**src/rtl/page_nway_subdivide_router.sv**
```systemverilog
// page_nway_subdivide_router: steers BFT packets to N child leaves and merges leaf packets back round-robin
// Ports: clk/reset (async active-high); din_leaf_bft2interface/bft_ready = BFT input;
// dout_leaf_interface2bft/bft_accept = merged BFT output; leaf_dout/leaf_accept = per-leaf outputs;
// leaf_din/leaf_ready = per-leaf inputs; ap_start -> ap_start_leaf fan-out; drop_cnt = misaddressed drops.
module page_nway_fifo #(
  parameter int W = 8,
  parameter int DEPTH = 4
) (
  input  logic         clk,
  input  logic         reset,
  input  logic         push_i,
  input  logic [W-1:0] din_i,
  input  logic         pop_i,
  output logic [W-1:0] dout_o,
  output logic         full_o
);
  localparam int AW = $clog2(DEPTH);
  logic [W-1:0] mem_q [DEPTH];
  logic [AW-1:0] wp_q, rp_q;
  logic [AW:0] cnt_q, cnt_d;
  logic empty, push, pop;
  assign empty = cnt_q == '0;
  assign full_o = cnt_q == (AW+1)'(DEPTH);
  assign push = push_i & !full_o;
  assign pop = pop_i & !empty;
  // Empty reads as all-zero so a stale entry never shows a set valid bit
  assign dout_o = empty ? '0 : mem_q[rp_q];
  assign cnt_d = cnt_q + (AW+1)'(push) - (AW+1)'(pop);
  always_ff @(posedge clk or posedge reset)
    if (reset) begin
      wp_q <= '0;
      rp_q <= '0;
      cnt_q <= '0;
    end else begin
      wp_q <= push ? wp_q + 1'b1 : wp_q;
      rp_q <= pop ? rp_q + 1'b1 : rp_q;
      cnt_q <= cnt_d;
    end
  always_ff @(posedge clk)
    if (push) mem_q[wp_q] <= din_i;
endmodule

module page_nway_subdivide_router #(
  parameter int N_LEAF = 4,
  parameter int PKT_W = 49,
  parameter int IDX_LSB = 44,
  parameter int FIFO_DEPTH = 4
) (
  input  logic                    clk,
  input  logic                    reset,
  input  logic [PKT_W-1:0]        din_leaf_bft2interface,
  output logic                    bft_ready,
  output logic [PKT_W-1:0]        dout_leaf_interface2bft,
  input  logic                    bft_accept,
  output logic [N_LEAF*PKT_W-1:0] leaf_dout,
  input  logic [N_LEAF-1:0]       leaf_accept,
  input  logic [N_LEAF*PKT_W-1:0] leaf_din,
  output logic [N_LEAF-1:0]       leaf_ready,
  input  logic                    ap_start,
  output logic [N_LEAF-1:0]       ap_start_leaf,
  output logic [15:0]             drop_cnt
);
  localparam int IDX_W = N_LEAF > 2 ? $clog2(N_LEAF) : 1;
  logic [IDX_W-1:0] idx, rr_q, rr_d, gnt, c;
  logic [IDX_W:0] s;
  logic [N_LEAF-1:0] of_full, if_full, if_empty;
  logic [PKT_W-1:0] if_head [N_LEAF];
  logic [PKT_W-1:0] obuf_q, obuf_d;
  logic [15:0] drop_q, drop_d;
  logic in_xfer, idx_bad, load, found;
  assign idx = din_leaf_bft2interface[IDX_LSB +: IDX_W];
  assign idx_bad = {1'b0, idx} >= (IDX_W+1)'(N_LEAF);
  // Ready ignores idx so there is no combinational din -> bft_ready path
  assign bft_ready = !reset & ~|of_full;
  assign in_xfer = din_leaf_bft2interface[PKT_W-1] & bft_ready;
  assign leaf_ready = ~if_full;
  assign load = !obuf_q[PKT_W-1] | bft_accept;
  assign dout_leaf_interface2bft = obuf_q;
  assign drop_cnt = drop_q;
  for (genvar i = 0; i < N_LEAF; i++) begin : g_leaf
    page_nway_fifo #(.W(PKT_W), .DEPTH(FIFO_DEPTH)) u_ofifo (
      .clk(clk),
      .reset(reset),
      .push_i(in_xfer & !idx_bad & idx == IDX_W'(i)),
      .din_i(din_leaf_bft2interface),
      .pop_i(leaf_accept[i]),
      .dout_o(leaf_dout[i*PKT_W +: PKT_W]),
      .full_o(of_full[i])
    );
    page_nway_fifo #(.W(PKT_W), .DEPTH(FIFO_DEPTH)) u_ififo (
      .clk(clk),
      .reset(reset),
      .push_i(leaf_din[i*PKT_W+PKT_W-1]),
      .din_i(leaf_din[i*PKT_W +: PKT_W]),
      .pop_i(load & found & gnt == IDX_W'(i)),
      .dout_o(if_head[i]),
      .full_o(if_full[i])
    );
    assign if_empty[i] = !if_head[i][PKT_W-1];
  end
  // Scan from the farthest candidate down so the one nearest rr_q wins
  always_comb begin
    gnt = rr_q;
    found = 1'b0;
    s = '0;
    c = '0;
    for (int k = N_LEAF-1; k >= 0; k--) begin
      s = {1'b0, rr_q} + (IDX_W+1)'(k);
      s = s >= (IDX_W+1)'(N_LEAF) ? s - (IDX_W+1)'(N_LEAF) : s;
      c = s[IDX_W-1:0];
      if (!if_empty[c]) begin
        gnt = c;
        found = 1'b1;
      end
    end
    obuf_d = load ? (found ? if_head[gnt] : '0) : obuf_q;
    rr_d = load & found ? (gnt == IDX_W'(N_LEAF-1) ? '0 : gnt + 1'b1) : rr_q;
    drop_d = in_xfer & idx_bad & drop_q != 16'hFFFF ? drop_q + 1'b1 : drop_q;
  end
  always_ff @(posedge clk or posedge reset)
    if (reset) begin
      rr_q <= '0;
      obuf_q <= '0;
      drop_q <= '0;
      ap_start_leaf <= '0;
    end else begin
      rr_q <= rr_d;
      obuf_q <= obuf_d;
      drop_q <= drop_d;
      ap_start_leaf <= {N_LEAF{ap_start}};
    end
endmodule

```
**config.mk**
```make
export PLATFORM = sky130hd
export DESIGN_NAME = page_nway_subdivide_router
export DESIGN_NICKNAME = d
export VERILOG_FILES = /design/src/rtl/page_nway_subdivide_router.sv
export SDC_FILE = /design/constraint.sdc
export NUM_CORES = 1
export LEC_CHECK = 0
export ABC_AREA = 1
export CAP_MARGIN = 20
export CORE_MARGIN = 1.5
export CORE_UTILIZATION = 42
export CTS_CLUSTER_DIAMETER = 120
export CTS_CLUSTER_SIZE = 25
export DETAILED_ROUTE_END_ITERATION = 12
export PLACE_DENSITY_LB_ADDON = 0.08
export SLEW_MARGIN = 30
export SYNTH_ARGS = -nofsm -noshare
export SYNTH_HDL_FRONTEND = slang
export SYNTH_SLANG_ARGS = --single-unit
```
**constraint.sdc**
```tcl
create_clock -name clk -period 6.09 [get_ports clk]
set_input_delay 0.9135 -clock clk [delete_from_list [all_inputs] [get_ports clk]]
set_output_delay 0.9135 -clock clk [all_outputs]
set_load 0.005 [all_outputs]
```
# Word-level counts from Yosys, hierarchy flattened
# Memories as Yosys holds them, arrays and structs flattened.
# Cells that the tools add are included.
[op_classes] n_addsub=40 n_mul=0 n_lt_le_gt_ge=9 n_bitwise=30 reduce_logical=34 shifts=0 mux=49 n_eq_ne=14 n_div=0
[op_table] cell="2-to-1 mux 49 bit" count=11
[op_table] cell="binary-select mux 49 bit (select 2 bit)" count=1
[op_table] cell="adder 2 x 1 -> 2 bit (second input constant)" count=17
[op_table] cell="bitwise AND 1 bit" count=27
[op_table] cell="adder 3 x 1 -> 3 bit" count=8
[op_table] cell="== test 3 bit (second input constant)" count=8
[op_table] cell="logical NOT 3 bit" count=8
[op_table] cell="2-to-1 mux 1 bit" count=24
[op_table] cell="subtractor 3 x 1 -> 3 bit" count=8
[op_table] cell="logical NOT 1 bit" count=23
[op_table] cell="2-to-1 mux 2 bit" count=9
[op_table] cell="greater-or-equal comparator 3 bit (second input constant)" count=4
[op_table] cell="< comparator 2 x 3 -> 1 bit (second input constant)" count=4
[op_table] cell="binary-select mux 1 bit (select 2 bit)" count=4
[op_table] cell="== test 2 bit (second input constant)" count=4
[op_table] cell="subtractor 2 x 1 -> 2 bit (second input constant)" count=4
[op_table] cell="adder 2 x 2 -> 3 bit (second input constant)" count=2
[op_table] cell="== test 2 x 1 -> 1 bit (second input constant)" count=2
[op_table] cell="logical NOT 2 bit" count=2
[op_table] cell="NOT 4 bit" count=1
[op_table] cell="OR reduction 4 bit" count=1
[op_table] cell="adder 2 x 1 -> 3 bit (second input constant)" count=1
[op_table] cell="greater-or-equal comparator 2 x 3 -> 1 bit (second input constant)" count=1
[op_table] cell="NOT 2 -> 3 bit" count=1
[op_table] cell="OR 1 bit" count=1
[word_totals] n_memories=8 out_inout_bits=270 ram_bits=1568 wordCells=211 regBits=108 latch_bits=0 mem_bits_ro=0
[memory_table] name="g_leaf[0].u_ififo.mem_q" depth=4 width=49 rd=1 rd_clocked_by_memory_dff=0 write_ports=1 line="18" text="logic [W-1:0] mem_q [DEPTH];"
[memory_table] name="g_leaf[0].u_ofifo.mem_q" depth=4 width=49 rd=1 rd_clocked_by_memory_dff=0 write_ports=1 line="18"
[memory_table] name="g_leaf[1].u_ififo.mem_q" depth=4 width=49 rd=1 rd_clocked_by_memory_dff=0 write_ports=1 line="18"
[memory_table] name="g_leaf[1].u_ofifo.mem_q" depth=4 width=49 rd=1 rd_clocked_by_memory_dff=0 write_ports=1 line="18"
[memory_table] name="g_leaf[2].u_ififo.mem_q" depth=4 width=49 rd=1 rd_clocked_by_memory_dff=0 write_ports=1 line="18"
[memory_table] name="g_leaf[2].u_ofifo.mem_q" depth=4 width=49 rd=1 rd_clocked_by_memory_dff=0 write_ports=1 line="18"
[memory_table] name="2 more memories"

# Longest topological paths before layout
[depth] word_depth=14 depth_mapped=24 ltp_nobuf=22

# Hierarchy
# From an unflattened synthesis, not the netlist that was laid out.
[hier_totals] hier_cells=7260 area_unflattened_um2=73993.5
[modules_own_cells] mod="page_nway_fifo" area_each_um2=8738.4 cells_per_inst=827 seq_area_each_um2=6060.8 instances=8
[modules_own_cells] mod="page_nway_subdivide_router" area_each_um2=4086.4 cells_per_inst=644 seq_area_each_um2=1301.2 instances=1

# Worst setup path after synthesis
# Ideal clock, no wire load.
[synth_timing] kind="in2reg" start="in reset" end="mem g_leaf[2].u_ofifo.mem_q[0][0] (netlist name), enable pin" arrival_time_ns=3.967 setup_time_ns=0.456 stages=5 path_slack_ns=1.667 path_buffers=0 path_cell_list="a211oi_1 > nand2_1 > nor3_1 > inv_1 > nor2_1"
[synth_via] elab_chain_cells=7
[synth_rtl] element="start, declared" line="50" text="input logic reset,"
[synth_rtl] element="logical NOT 1 bit (no source line)"
[synth_rtl] element="bitwise AND 1 bit" line="74" text="assign bft_ready = !reset & ~|of_full;"
[synth_rtl] element="bitwise AND 1 bit" line="75" text="assign in_xfer = din_leaf_bft2interface[PKT_W-1] & bft_ready;"
[synth_rtl] element="bitwise AND 1 bit" line="84" text=".push_i(in_xfer & !idx_bad & idx == IDX_W'(i)),"
[synth_rtl] element="bitwise AND 1 bit" line="24" text="assign push = push_i & !full_o;"
[synth_rtl] element="net g_leaf[2].u_ofifo.push" line="21" text="logic empty, push, pop;"
[synth_rtl] element="2-to-1 mux 1 bit" line="40" text="if (push) mem_q[wp_q] <= din_i;"
[synth_rtl] element="2-to-1 mux 1 bit (implied by the code)" line="40"
[synth_rtl] element="end, declared" line="18"
# The timed path passes the listed nets, and every way through them passes these cells.

# Worst setup path after layout
[layout_timing] start="reg g_leaf[1].u_ofifo.rp_q[0]" end="out leaf_dout[76]"
[layout_via] elab_chain_cells=2
[layout_rtl] element="start, declared" line="19" text="logic [AW-1:0] wp_q, rp_q;"
[layout_rtl] element="start signal, assigned" line="36" text="rp_q <= pop ? rp_q + 1'b1 : rp_q;"
[layout_rtl] element="memory (4 x 49 bit)"
[layout_rtl] element="2-to-1 mux 49 bit" line="27" text="assign dout_o = empty ? '0 : mem_q[rp_q];"
[layout_rtl] element="end, declared" line="55" text="output logic [N_LEAF*PKT_W-1:0] leaf_dout,"
# Every way passes these cells.

==> qor.yml <==
internal_power_mw: 23.1
syn_area_um2: 67400
period_share_pct: 79.2
power_frac_clock_pct: 15.0
dp_hpwl_um: 122000
cts_resized: 0
relSlewSlack_pct: 31.8
rsz0062_at_grt: "false"
place_congestion: 0.811
die_h_um: 404
postCtsSetupBuffers: 0
initial_core_util_pct: 42.4
crit_required_ns: 5.18
dieArea_um2: 163000
rows: 146
crit_fanout: 52
max_freq_ghz: 0.207
placed_cell_area_um2: 74800
worst_slew_pin_slew_ns: 1.02
cts_hold_buf: 0
setup_violations: 0
syn-instance-count: 5613
overflow: 0
route.detailed.drc: 0
hold_class: "reg -> reg"
yosys_warnings: 0
p_comb_share_pct: 47.5
power_density_nw_per_um2: 524
seq_area_frac_synth_pct: 73.9
place_ws_ns: 1.61
wl_per_cell_um: 24.2
crit_type: "reg -> out"
core_area_um2: 159000
clkTransAtPathRegs_ns: 0.10
grt_max_degree: 92
track_usage_pct: 23.6
cts_buffers: 77
antenna_found_initial: 27
design_area_um2: 77100
nets: 6257
grt_pass1_wl_um: 282000
synthDistinctLibCells: 32
clk_latency_ns: 0.72
ant_nets: 0
drv_cap: 0
peakVddDrop_v: 0.00103
crit_arrival_ns: 3.91
area_growth_syn_to_layout_pct: 14.4
finalWirelength_um: 196000
postLayoutCoreUtil_pct: 48.5
period_needed_ns: 4.82
clkSinkCount: 1676
cellLeakagePower_nw: 26.0
ys_ff_latch: 1676
port_buffers: 506
synth_area_per_cell_um2: 12.0
ios: 523
final_hold_viol_count: 0
worstSetupEndpointType: "output pin"
die_w_um: 404
p_switching_mw: 17.3
dp.cells: 7938
seqPwrFrac_pct: 37.5
worst_slack_ns: 1.27
cts_tree: "built"
dr.pass1.iters: 6
drive_gt1_share_pct: 4.55
grt_pass1_vias: 40415
num_vias: 43065
hold_slack_ns: 0.493
status: "completed"
setup.worst_path.start_class: "flop"
slew_viol_final: 0
h-tree-depth: 3
skew_ns: 0.0364
cts_buffer_depth: 3
stdcell_count: 8090
viasPerCell: 5.32
drt-initial-drc-count: 4046
power_mw: 40.4
switching_share_pct: 42.8
clockRootBuffer: "clkbuf_16"
fin_setup_tns_ns: 0
[placed cells by master (no fill, tap or decap), types with 49 or more instances in the layout]
master / instances
nor2_1: 1562
nand3_1: 273
ha_1: 49
a21oi_1: 389
clkbuf_16: 79
nand2_1: 260
buf_4: 86
edfxtp_1: 1568
clkdlybuf4s50_1: 504
inv_1: 129
o21ai_0: 787
dfrtp_1: 93
[worst max-delay path, cell delays in order, from the launching register on]
cell and delay (ns):
dfrtp_4 0.65, inv_2 0.59, buf_4 0.57, o21ai_0 0.18, a21oi_1 0.52, clkdlybuf4s50_1 0.65
[registers in the layout (all words and copies together) (netlist names)]
register                 flops
g_leaf.u_ififo.rp_q          8
dout_leaf_interface2bft     49
g_leaf.u_ififo.mem_q       784
rr_q                         2
g_leaf.u_ofifo.cnt_q        12
g_leaf.u_ofifo.mem_q       784
g_leaf.u_ififo.cnt_q        12
ap_start_leaf                1
g_leaf.u_ififo.wp_q          8
g_leaf.u_ofifo.wp_q          8
g_leaf.u_ofifo.rp_q          8
[synthesized netlist by cell type, drive strengths merged]
library cell | instances | area, µm²
nor2 | 1597 | 6000
o221ai | 1 | 8.76
a21oi | 390 | 1960
clkbuf | 279 | 1050
nor3 | 8 | 40.0
dfrtp | 108 | 2700
or2 | 1 | 6.26
conb | 1 | 3.75
xnor2 | 12 | 105
edfxtp | 1568 | 47100
nand3 | 275 | 1390
inv | 151 | 569
buf | 87 | 490
a211oi | 1 | 7.51
fa | 8 | 160
ha | 49 | 613
nand2 | 264 | 1010
o21ai | 788 | 3960
xor2 | 25 | 226
[logic make-up after synthesis]
family	count (synthesis)	synth area share [%]
DFF	1676	73.9
AOI/OAI and AO/OA	1180	8.81
and+or+nand+nor	2145	12.5
xor gates and xnor gates	37	0.492
other	1	0.00556
adders and majority gates	57	1.15
buffers and inverters	517	3.13
[power by group through the flow]
| stage | clock network, mW | logic [mW] | registers [mW] |
|---|---|---|---|
| floorplan | 0 | 10.6 | 15.0 |
| global placement | 0 | 19.0 | 15.4 |
| detailed placement | 0 | 19.2 | 15.4 |
| CTS | 6.21 | 19.3 | 15.2 |
| global route | 6.56 | 21.0 | 15.3 |
| finish | 6.05 | 19.2 | 15.2 |
[per-layer routing]
metal | up-vias | wire length [µm] | GRT usage (%)
met5 | - | 86 | 0
met4 | 16 | 5200 | 6.85
met3 | 199 | 13500 | 4.45
met2 | 1322 | 88000 | 35.5
met1 | 21340 | 88900 | 35.0
li1 | 20188 | - | -
[final timing paths]
kind,cells after the start,to,slack (ns),startpoint
worst max-delay path,5,leaf_dout[76],1.27,g_leaf[1].u_ofifo.rp_q[0]$_DFFE_PP0P_
min in group asynchronous,2,g_leaf[3].u_ofifo.cnt_q[2]$_DFF_PP0_,0.86,reset
worst max register to register,18,g_leaf[2].u_ififo.cnt_q[1]$_DFF_PP0_,1.63,g_leaf[2].u_ififo.rp_q[0]$_DFFE_PP0P_
max in group asynchronous,3,dout_leaf_interface2bft[31]$_DFFE_PP0P_,4.13,reset
worst min register to register,2,dout_leaf_interface2bft[31]$_DFFE_PP0P_,0.49,dout_leaf_interface2bft[31]$_DFFE_PP0P_
worst min-delay path,2,dout_leaf_interface2bft[31]$_DFFE_PP0P_,0.49,dout_leaf_interface2bft[31]$_DFFE_PP0P_
[cell type report]
class                           instances  area (µm²)
Fill cell                           14086       81900
Sequential cell                      1676       49800
Multi-Input combinational cell       3435       15800
Timing Repair Buffer                  606        6010
Tap cell                             2072        2590
Clock buffer                          124        2150
Inverter                              151         579
Clock inverter                          7        71.3
Antenna cell                           19        47.5
Power figures use the tool's default switching activity.
